File: config.mk
export PLATFORM = sky130hd
export DESIGN_NAME = systolic_feed_ctrl_flat
export DESIGN_NICKNAME = d
export VERILOG_FILES = /design/src/rtl/systolic_feed_ctrl_if.sv /design/src/rtl/systolic_feed_ctrl.sv /design/src/flat_wrapper.sv
export SDC_FILE = /design/constraint.sdc
export NUM_CORES = 1
export LEC_CHECK = 0
export BUFFER_PORTS_ARGS = -buffer_cell sky130_fd_sc_hd__buf_4
export CAP_MARGIN = 5
export CORE_MARGIN = 5
export CORE_UTILIZATION = 30
export DETAILED_ROUTE_END_ITERATION = 7
export GPL_ROUTABILITY_DRIVEN = 0
export GPL_TIMING_DRIVEN = 1
export PLACE_DENSITY_LB_ADDON = 0.3
export SLEW_MARGIN = 15
export SYNTH_ARGS = -nofsm -noshare
export SYNTH_HDL_FRONTEND = slang
export SYNTH_SLANG_ARGS = --single-unit
File: constraint.sdc
create_clock -name clk -period 1.6 [get_ports clk]
set_input_delay 0.24 -clock clk [delete_from_list [all_inputs] [get_ports clk]]
set_output_delay 0.24 -clock clk [all_outputs]
set_load 0.1 [all_outputs]
File: src/rtl/systolic_feed_ctrl_if.sv
`default_nettype none
// ============================================================================
// Module      : systolic_feed_ctrl_if
// Description : Control/handshake bundle between the lane-fifo feed
//               controller (slave) and its loader/array side (master).
// Revision    : 1.0 - initial release
// ============================================================================
interface systolic_feed_ctrl_if #(
  parameter int DIM = 8
);
  localparam int LW = $clog2(DIM);

  logic          start;
  logic          abort;
  logic          fill_valid;
  logic          fill_ready;
  logic [LW-1:0] fill_lane;
  logic [DIM-1:0] fifo_en;
  logic          fifo_zero;
  logic          pe_en;
  logic          busy;
  logic          done;

  // Loader / sequencer-owner side
  modport master (
    output start, abort, fill_valid,
    input  fill_ready, fill_lane, fifo_en, fifo_zero, pe_en, busy, done
  );

  // Feed controller side
  modport slave (
    input  start, abort, fill_valid,
    output fill_ready, fill_lane, fifo_en, fifo_zero, pe_en, busy, done
  );
endinterface
`default_nettype wire

File: src/rtl/systolic_feed_ctrl.sv
`default_nettype none
// ============================================================================
// Module      : systolic_feed_ctrl
// Description : Sequencer for the DIM delay-line fifos feeding a systolic
//               array: FILL loads DIM*DEPTH words lane by lane, COMPUTE shifts
//               the lanes with a one-cycle skew, FLUSH lets the PEs settle,
//               DONE pulses completion.
// Revision    : 1.0 - initial release
// ============================================================================
module systolic_feed_ctrl #(
  parameter int DIM   = 8,
  parameter int DEPTH = 8,
  parameter int FLUSH = 8
) (
  input  logic                 clk,
  input  logic                 rst_n,
  systolic_feed_ctrl_if.slave  feed
);

  localparam int LW = $clog2(DIM);
  localparam int WW = $clog2(DEPTH);
  localparam int CW = $clog2(DEPTH + DIM);
  localparam int FW = (FLUSH > 1) ? $clog2(FLUSH) : 1;

  localparam logic [WW-1:0] C_LAST_WORD = WW'(DEPTH - 1);
  localparam logic [LW-1:0] C_LAST_LANE = LW'(DIM - 1);
  localparam logic [CW-1:0] C_LAST_CYC  = CW'(DEPTH + DIM - 2);
  localparam logic [FW-1:0] C_LAST_FL   = FW'(FLUSH - 1);

  typedef enum logic [2:0] {
    S_IDLE    = 3'd0,
    S_FILL    = 3'd1,
    S_COMPUTE = 3'd2,
    S_FLUSH   = 3'd3,
    S_DONE    = 3'd4
  } state_t;

  state_t          state_q, state_d;
  logic [LW-1:0]   lane_cnt_q, lane_cnt_d;
  logic [WW-1:0]   word_cnt_q, word_cnt_d;
  logic [CW-1:0]   cyc_cnt_q, cyc_cnt_d;
  logic [FW-1:0]   fl_cnt_q, fl_cnt_d;

  logic            start_i, abort_i, fill_valid_i;
  logic            fill_ready_o, fifo_zero_o, pe_en_o, busy_o, done_o;
  logic [LW-1:0]   fill_lane_o;
  logic [DIM-1:0]  fifo_en_o;

  logic [DIM-1:0]  lane_onehot;
  logic [DIM-1:0]  shift_win;

  assign start_i      = feed.start;
  assign abort_i      = feed.abort;
  assign fill_valid_i = feed.fill_valid;

  assign feed.fill_ready = fill_ready_o;
  assign feed.fill_lane  = fill_lane_o;
  assign feed.fifo_en    = fifo_en_o;
  assign feed.fifo_zero  = fifo_zero_o;
  assign feed.pe_en      = pe_en_o;
  assign feed.busy       = busy_o;
  assign feed.done       = done_o;

  // Lane currently being loaded, as a one-hot shift-enable mask
  assign lane_onehot = {{(DIM-1){1'b0}}, 1'b1} << lane_cnt_q;

  // Lane l shifts during COMPUTE cycles l .. l+DEPTH-1 (one-cycle skew per lane)
  for (genvar g = 0; g < DIM; g++) begin : g_win
    assign shift_win[g] = (int'(cyc_cnt_q) >= g) && (int'(cyc_cnt_q) <= g + DEPTH - 1);
  end

  // State and counter registers
  always_ff @(posedge clk or negedge rst_n) begin
    if (!rst_n) begin
      state_q    <= S_IDLE;
      lane_cnt_q <= '0;
      word_cnt_q <= '0;
      cyc_cnt_q  <= '0;
      fl_cnt_q   <= '0;
    end else begin
      state_q    <= state_d;
      lane_cnt_q <= lane_cnt_d;
      word_cnt_q <= word_cnt_d;
      cyc_cnt_q  <= cyc_cnt_d;
      fl_cnt_q   <= fl_cnt_d;
    end
  end

  // Next-state, counter update and output decode
  always_comb begin
    state_d      = state_q;
    lane_cnt_d   = lane_cnt_q;
    word_cnt_d   = word_cnt_q;
    cyc_cnt_d    = cyc_cnt_q;
    fl_cnt_d     = fl_cnt_q;
    fill_ready_o = 1'b0;
    fill_lane_o  = '0;
    fifo_en_o    = '0;
    fifo_zero_o  = 1'b0;
    pe_en_o      = 1'b0;
    busy_o       = 1'b0;
    done_o       = 1'b0;

    case (state_q)
      S_IDLE: begin
        // start together with abort is treated as no start
        if (start_i && !abort_i) begin
          state_d    = S_FILL;
          lane_cnt_d = '0;
          word_cnt_d = '0;
          cyc_cnt_d  = '0;
          fl_cnt_d   = '0;
        end
      end

      S_FILL: begin
        busy_o       = 1'b1;
        fill_ready_o = 1'b1;
        fill_lane_o  = lane_cnt_q;
        fifo_en_o    = lane_onehot & {DIM{fill_valid_i}};
        if (fill_valid_i) begin
          if (word_cnt_q == C_LAST_WORD) begin
            word_cnt_d = '0;
            if (lane_cnt_q == C_LAST_LANE) begin
              lane_cnt_d = '0;
              state_d    = S_COMPUTE;
            end else begin
              lane_cnt_d = lane_cnt_q + 1'b1;
            end
          end else begin
            word_cnt_d = word_cnt_q + 1'b1;
          end
        end
      end

      S_COMPUTE: begin
        busy_o      = 1'b1;
        fifo_en_o   = shift_win;
        fifo_zero_o = 1'b1;
        pe_en_o     = 1'b1;
        if (cyc_cnt_q == C_LAST_CYC) begin
          cyc_cnt_d = '0;
          state_d   = S_FLUSH;
        end else begin
          cyc_cnt_d = cyc_cnt_q + 1'b1;
        end
      end

      S_FLUSH: begin
        busy_o  = 1'b1;
        pe_en_o = 1'b1;
        if (fl_cnt_q == C_LAST_FL) begin
          fl_cnt_d = '0;
          state_d  = S_DONE;
        end else begin
          fl_cnt_d = fl_cnt_q + 1'b1;
        end
      end

      S_DONE: begin
        busy_o  = 1'b1;
        done_o  = 1'b1;
        state_d = S_IDLE;
      end

      default: begin
        state_d = S_IDLE;
      end
    endcase

    // Abort overrides every transition; this cycle's outputs stay as decoded
    if (abort_i && (state_q != S_IDLE)) begin
      state_d    = S_IDLE;
      lane_cnt_d = '0;
      word_cnt_d = '0;
      cyc_cnt_d  = '0;
      fl_cnt_d   = '0;
    end
  end

endmodule
`default_nettype wire

File: src/flat_wrapper.sv
// flat-port wrapper written by rule: the top's interface ports become plain ports
module systolic_feed_ctrl_flat 
#(
  parameter int DIM   = 8,
  parameter int DEPTH = 8,
  parameter int FLUSH = 8
)
  (clk, rst_n, feed_start, feed_abort, feed_fill_valid, feed_fill_ready, feed_fill_lane, feed_fifo_en, feed_fifo_zero, feed_pe_en, feed_busy, feed_done);
  systolic_feed_ctrl_if #(.DIM(DIM)) feed_i ();
  input  logic clk;
  input  logic rst_n;
  input wire logic [$bits(feed_i.start)-1:0] feed_start;
  input wire logic [$bits(feed_i.abort)-1:0] feed_abort;
  input wire logic [$bits(feed_i.fill_valid)-1:0] feed_fill_valid;
  output wire logic [$bits(feed_i.fill_ready)-1:0] feed_fill_ready;
  output wire logic [$bits(feed_i.fill_lane)-1:0] feed_fill_lane;
  output wire logic [$bits(feed_i.fifo_en)-1:0] feed_fifo_en;
  output wire logic [$bits(feed_i.fifo_zero)-1:0] feed_fifo_zero;
  output wire logic [$bits(feed_i.pe_en)-1:0] feed_pe_en;
  output wire logic [$bits(feed_i.busy)-1:0] feed_busy;
  output wire logic [$bits(feed_i.done)-1:0] feed_done;
  assign feed_i.start = feed_start;
  assign feed_i.abort = feed_abort;
  assign feed_i.fill_valid = feed_fill_valid;
  assign feed_fill_ready = feed_i.fill_ready;
  assign feed_fill_lane = feed_i.fill_lane;
  assign feed_fifo_en = feed_i.fifo_en;
  assign feed_fifo_zero = feed_i.fifo_zero;
  assign feed_pe_en = feed_i.pe_en;
  assign feed_busy = feed_i.busy;
  assign feed_done = feed_i.done;
  systolic_feed_ctrl #(.DIM(DIM), .DEPTH(DEPTH), .FLUSH(FLUSH)) u_core (.clk(clk), .rst_n(rst_n), .feed(feed_i));
endmodule
==> run_summary.xml <==
<?xml version="1.0" encoding="UTF-8"?>
<metrics>
  <group name="clock_network">
    <metric name="cts_tree" unit="">built</metric>
    <metric name="clock_path_buffers" unit="">2</metric>
    <metric name="clkLatencyLatePin" unit="ns">0.25</metric>
    <metric name="cts-root-buf" unit="">sky130_fd_sc_hd__clkbuf_8</metric>
    <metric name="cts.reportedPaths.clkPinSlew" unit="ns">0.07</metric>
    <metric name="number_of_buffers_added_by_the_clock_tree_synthesis_step" unit="">3</metric>
    <metric name="cts_sinks" unit="">16</metric>
    <metric name="clock_tree.htree_level_count" unit="">1</metric>
  </group>
  <group name="floorplan">
    <metric name="boundaryPins" unit="">21</metric>
    <metric name="floorplan.core_area" unit="um2">4380</metric>
    <metric name="die_area" unit="um2">5990</metric>
    <metric name="die_height" unit="um">77.4</metric>
    <metric name="rows" unit="">24</metric>
    <metric name="die_w" unit="um">77.4</metric>
    <metric name="initial_core_utilization" unit="">0.311</metric>
  </group>
  <group name="routing">
    <metric name="drtIter0Drc" unit="">87</metric>
    <metric name="detail_route.wirelength" unit="mm">4.39</metric>
    <metric name="drt_drc_violations_left" unit="">0</metric>
    <metric name="met3_wirelength" unit="um">128</metric>
    <metric name="drt_pass1_iterations" unit="">4</metric>
    <metric name="avgRoutedWirePerCell" unit="um">16.1</metric>
    <metric name="route.antenna.remaining_nets" unit="">0</metric>
    <metric name="num_vias" unit="">1450</metric>
    <metric name="met2RoutedLength" unit="mm">2.36</metric>
    <metric name="met1Wirelength" unit="mm">1.75</metric>
    <metric name="top_layer_used" unit="">met4</metric>
    <metric name="vias_per_cell" unit="">5.33</metric>
  </group>
  <group name="yosys">
    <metric name="largest_family_of_logic_cells_by_synthesized_area" unit="">compound AO/OA/AOI/OAI gates</metric>
    <metric name="synth.mux.area_fraction" unit="">0.0330</metric>
    <metric name="ys_warn_count" unit="">0</metric>
    <metric name="yosys-top-cells-area" unit="">sky130_fd_sc_hd__dfrtp_1, sky130_fd_sc_hd__ha_1, sky130_fd_sc_hd__o21ai_0</metric>
    <metric name="ys.flop_type" unit="">sky130_fd_sc_hd__dfrtp_1</metric>
    <metric name="edff_count_synth" unit="">0</metric>
    <metric name="yosys.area_share.xor_xnor" unit="">0.0128</metric>
    <metric name="synth-simple-area-share" unit="">0.211</metric>
    <metric name="compound_gate_fraction_of_synth_area" unit="">0.259</metric>
    <metric name="library_cell_with_the_largest_summed_area_after_synthesis" unit="">sky130_fd_sc_hd__dfrtp_1</metric>
    <metric name="synth.distinct_cells" unit="">42</metric>
    <metric name="synth.net_count" unit="">172</metric>
    <metric name="synth-seq-cells" unit="">16</metric>
    <metric name="synth_top_area_share" unit="">0.294</metric>
    <metric name="post_synth_fa_ha_maj_area_fraction" unit="">0.138</metric>
    <metric name="synth_seq_area_share" unit="">0.294</metric>
    <metric name="synthesized_area_divided_by_synthesized_cell_count" unit="um2">8.97</metric>
    <metric name="synthesis.area" unit="um2">1360</metric>
    <metric name="postSynth.asyncResetShare" unit="">1.00</metric>
    <metric name="synth_cells" unit="">152</metric>
  </group>
  <group name="critical_path">
    <metric name="arrival" unit="ns">1.74</metric>
    <metric name="critPathRequiredTime" unit="ns">1.36</metric>
    <metric name="critical_path.startpoint_type" unit="">register</metric>
    <metric name="critical_path_class" unit="">reg2out</metric>
    <metric name="timing.critical_path.slowest_stage_cell" unit="">sky130_fd_sc_hd__dfrtp_2</metric>
    <metric name="critical_path_peak_fanout" unit="">5</metric>
    <metric name="top_cell_family_by_delay_on_the_critical_path" unit="">flip-flops</metric>
    <metric name="cp_cell_sequence" unit="">inv_2, ha_4, mux2_4, o32ai_2, a22o_2, buf_12</metric>
    <metric name="endpoint_kind" unit="">output pin</metric>
    <metric name="crit_path_max_incr_delay" unit="ns">0.45</metric>
    <metric name="crit_buf_inv" unit="">2</metric>
  </group>
  <group name="final_layout">
    <metric name="final_nets" unit="">241</metric>
    <metric name="layout_common_cells" unit="">sky130_fd_sc_hd__buf_4, sky130_fd_sc_hd__buf_12, sky130_fd_sc_hd__buf_6, sky130_fd_sc_hd__dfrtp_1, sky130_fd_sc_hd__nand2_1</metric>
    <metric name="syn2layout_area_growth" unit="%">84.9</metric>
    <metric name="proportion_of_layout_cells_with_a_drive_suffix_above_1" unit="">0.600</metric>
    <metric name="num_antenna_cells" unit="">0</metric>
    <metric name="layout_commonest_cell" unit="">sky130_fd_sc_hd__buf_4</metric>
    <metric name="final_design_area_no_fill" unit="um2">2520</metric>
  </group>
  <group name="run_status">
    <metric name="violations" unit="">setup timing</metric>
    <metric name="status" unit="">finished, violations left</metric>
  </group>
  <group name="sta">
    <metric name="fin_crit" unit="ns">1.98</metric>
    <metric name="timing_worst_slew_pin_value" unit="ns">0.463</metric>
    <metric name="hold-worst-slack" unit="ns">0.374</metric>
    <metric name="setup_violations" unit="">28</metric>
    <metric name="unrepaired_setup_endpoints_after_global_routing" unit="">true</metric>
    <metric name="fin_worst_skew" unit="ns">0.00387</metric>
    <metric name="max_fclk" unit="MHz">505</metric>
    <metric name="report.final.slew_viol_count" unit="">0</metric>
    <metric name="timing.final.crit_share" unit="">1.24</metric>
    <metric name="relSlewSlack" unit="">0.690</metric>
    <metric name="finalWorstSetupSlack" unit="ns">-0.381</metric>
    <metric name="number_of_hold_violations_in_the_final_report" unit="">0</metric>
  </group>
  <group name="global_routing">
    <metric name="globalRouteTotalUtil" unit="">0.143</metric>
    <metric name="grt_start_max_net_pins" unit="">17</metric>
    <metric name="grt_antenna_before_repair" unit="">0</metric>
    <metric name="grt_first_pass_wirelength" unit="mm">7.14</metric>
    <metric name="global_route.overflow_total" unit="">0</metric>
    <metric name="via_count_of_the_first_global_routing_pass" unit="">1525</metric>
  </group>
  <group name="power">
    <metric name="power_per_cell_area" unit="nW/um2">1370</metric>
    <metric name="vdd_drop_max" unit="V">0.000648</metric>
    <metric name="power.static_leakage" unit="uW">0.00111</metric>
  </group>
  <group name="worst_hold_path">
    <metric name="worstHoldPathType" unit="">in2async</metric>
  </group>
  <group name="place">
    <metric name="port_buffers" unit="">20</metric>
    <metric name="dpl.hpwl" unit="mm">3.10</metric>
    <metric name="placedInstanceArea" unit="um2">1900</metric>
  </group>
  <group name="job">
    <metric name="drv_cap" unit="">0</metric>
  </group>
</metrics>
[cell usage after synthesis (3+ instances only)]
cell / instances
sky130_fd_sc_hd__dfrtp_1: 16
sky130_fd_sc_hd__nand2_1: 11
sky130_fd_sc_hd__nand3_1: 4
sky130_fd_sc_hd__nor2_1: 8
sky130_fd_sc_hd__clkbuf_1: 4
sky130_fd_sc_hd__mux2_2: 4
sky130_fd_sc_hd__and2_1: 6
sky130_fd_sc_hd__a21oi_1: 8
sky130_fd_sc_hd__nand2b_1: 3
sky130_fd_sc_hd__a21o_1: 3
sky130_fd_sc_hd__a32o_1: 5
sky130_fd_sc_hd__a22o_1: 3
sky130_fd_sc_hd__o21ai_0: 12
sky130_fd_sc_hd__ha_1: 15
sky130_fd_sc_hd__inv_1: 8
sky130_fd_sc_hd__o31ai_1: 3
sky130_fd_sc_hd__nor2b_1: 5
[where the power goes]
part           internal (uW)  switching (uW)
registers                479            71.2
logic                   1160            1380
clock network            218             144
total                   1860            1600
[per-stage QoR]
stage               setup slack, ns  TNS [ns]  power, uW  std cells  utilization
floorplan                     -1.18    -12.08       1860        152            -
global placement             -0.272     -2.35       2310        254        0.434
detailed placement           -0.258     -2.67       2350        254        0.434
CTS                          -0.347     -3.92       3100        263        0.533
global route                 -0.453     -7.21       3650        272        0.575
finish                       -0.381     -5.69       3460        272        0.575
[what timing repair did]
action                                 CTS  global route
pin swaps                               16            11
setup buffers                            4             9
setup endpoints to repair               27            32
endpoints found under the hold margin   16             0
hold buffers                             1             0
cloned                                   0             0
resized for setup                       85            26
[metal layers]
layer	up-vias	track usage
li1	706	-
met1	699	0.163
met2	35	0.270
met3	10	0.0174
met4	0	0.0481
met5	-	0
[cells by family after synthesis]
group | after synthesis
compound gates | 48
xor+xnor | 2
fa+ha+maj | 15
buf+inv | 16
flops | 16
mux | 4
simple gates | 51
[path summary, 6_finish.rpt]
kind / startpoint / to / slack (ns) / cells past startpoint
setup reg to reg: u_core.state_q[2]$_DFFE_PN0P_ / u_core.state_q[0]$_DFFE_PN0P_ / -0.23 / 6
hold reg to reg: u_core.fl_cnt_q[2]$_DFFE_PN0P_ / u_core.fl_cnt_q[2]$_DFFE_PN0P_ / 0.52 / 1
max in group asynchronous: rst_n / u_core.cyc_cnt_q[1]$_DFFE_PN0P_ / 1.02 / 2
hold / removal: rst_n / u_core.state_q[2]$_DFFE_PN0P_ / 0.37 / 2
min in group clk: feed_abort / u_core.state_q[1]$_DFFE_PN0P_ / 0.43 / 4
setup / recovery: u_core.cyc_cnt_q[3]$_DFFE_PN0P_ / feed_fifo_en[2] / -0.38 / 6
[registers in the layout (all words and copies together), names as in the netlist]
register	cells
u_core.cyc_cnt_q	4
u_core.lane_cnt_q	3
u_core.fl_cnt_q	3
u_core.word_cnt_q	3
u_core.state_q	3
[layout make-up]
cell class	instances	area, um2
inverters	8	36.3
fillers	363	1860
well taps	52	65.1
flip-flops and latches	16	404
clock buffers	4	55.1
repair buffers	72	800
multi-input cells	120	1160
(Power assumes the default switching activity.)
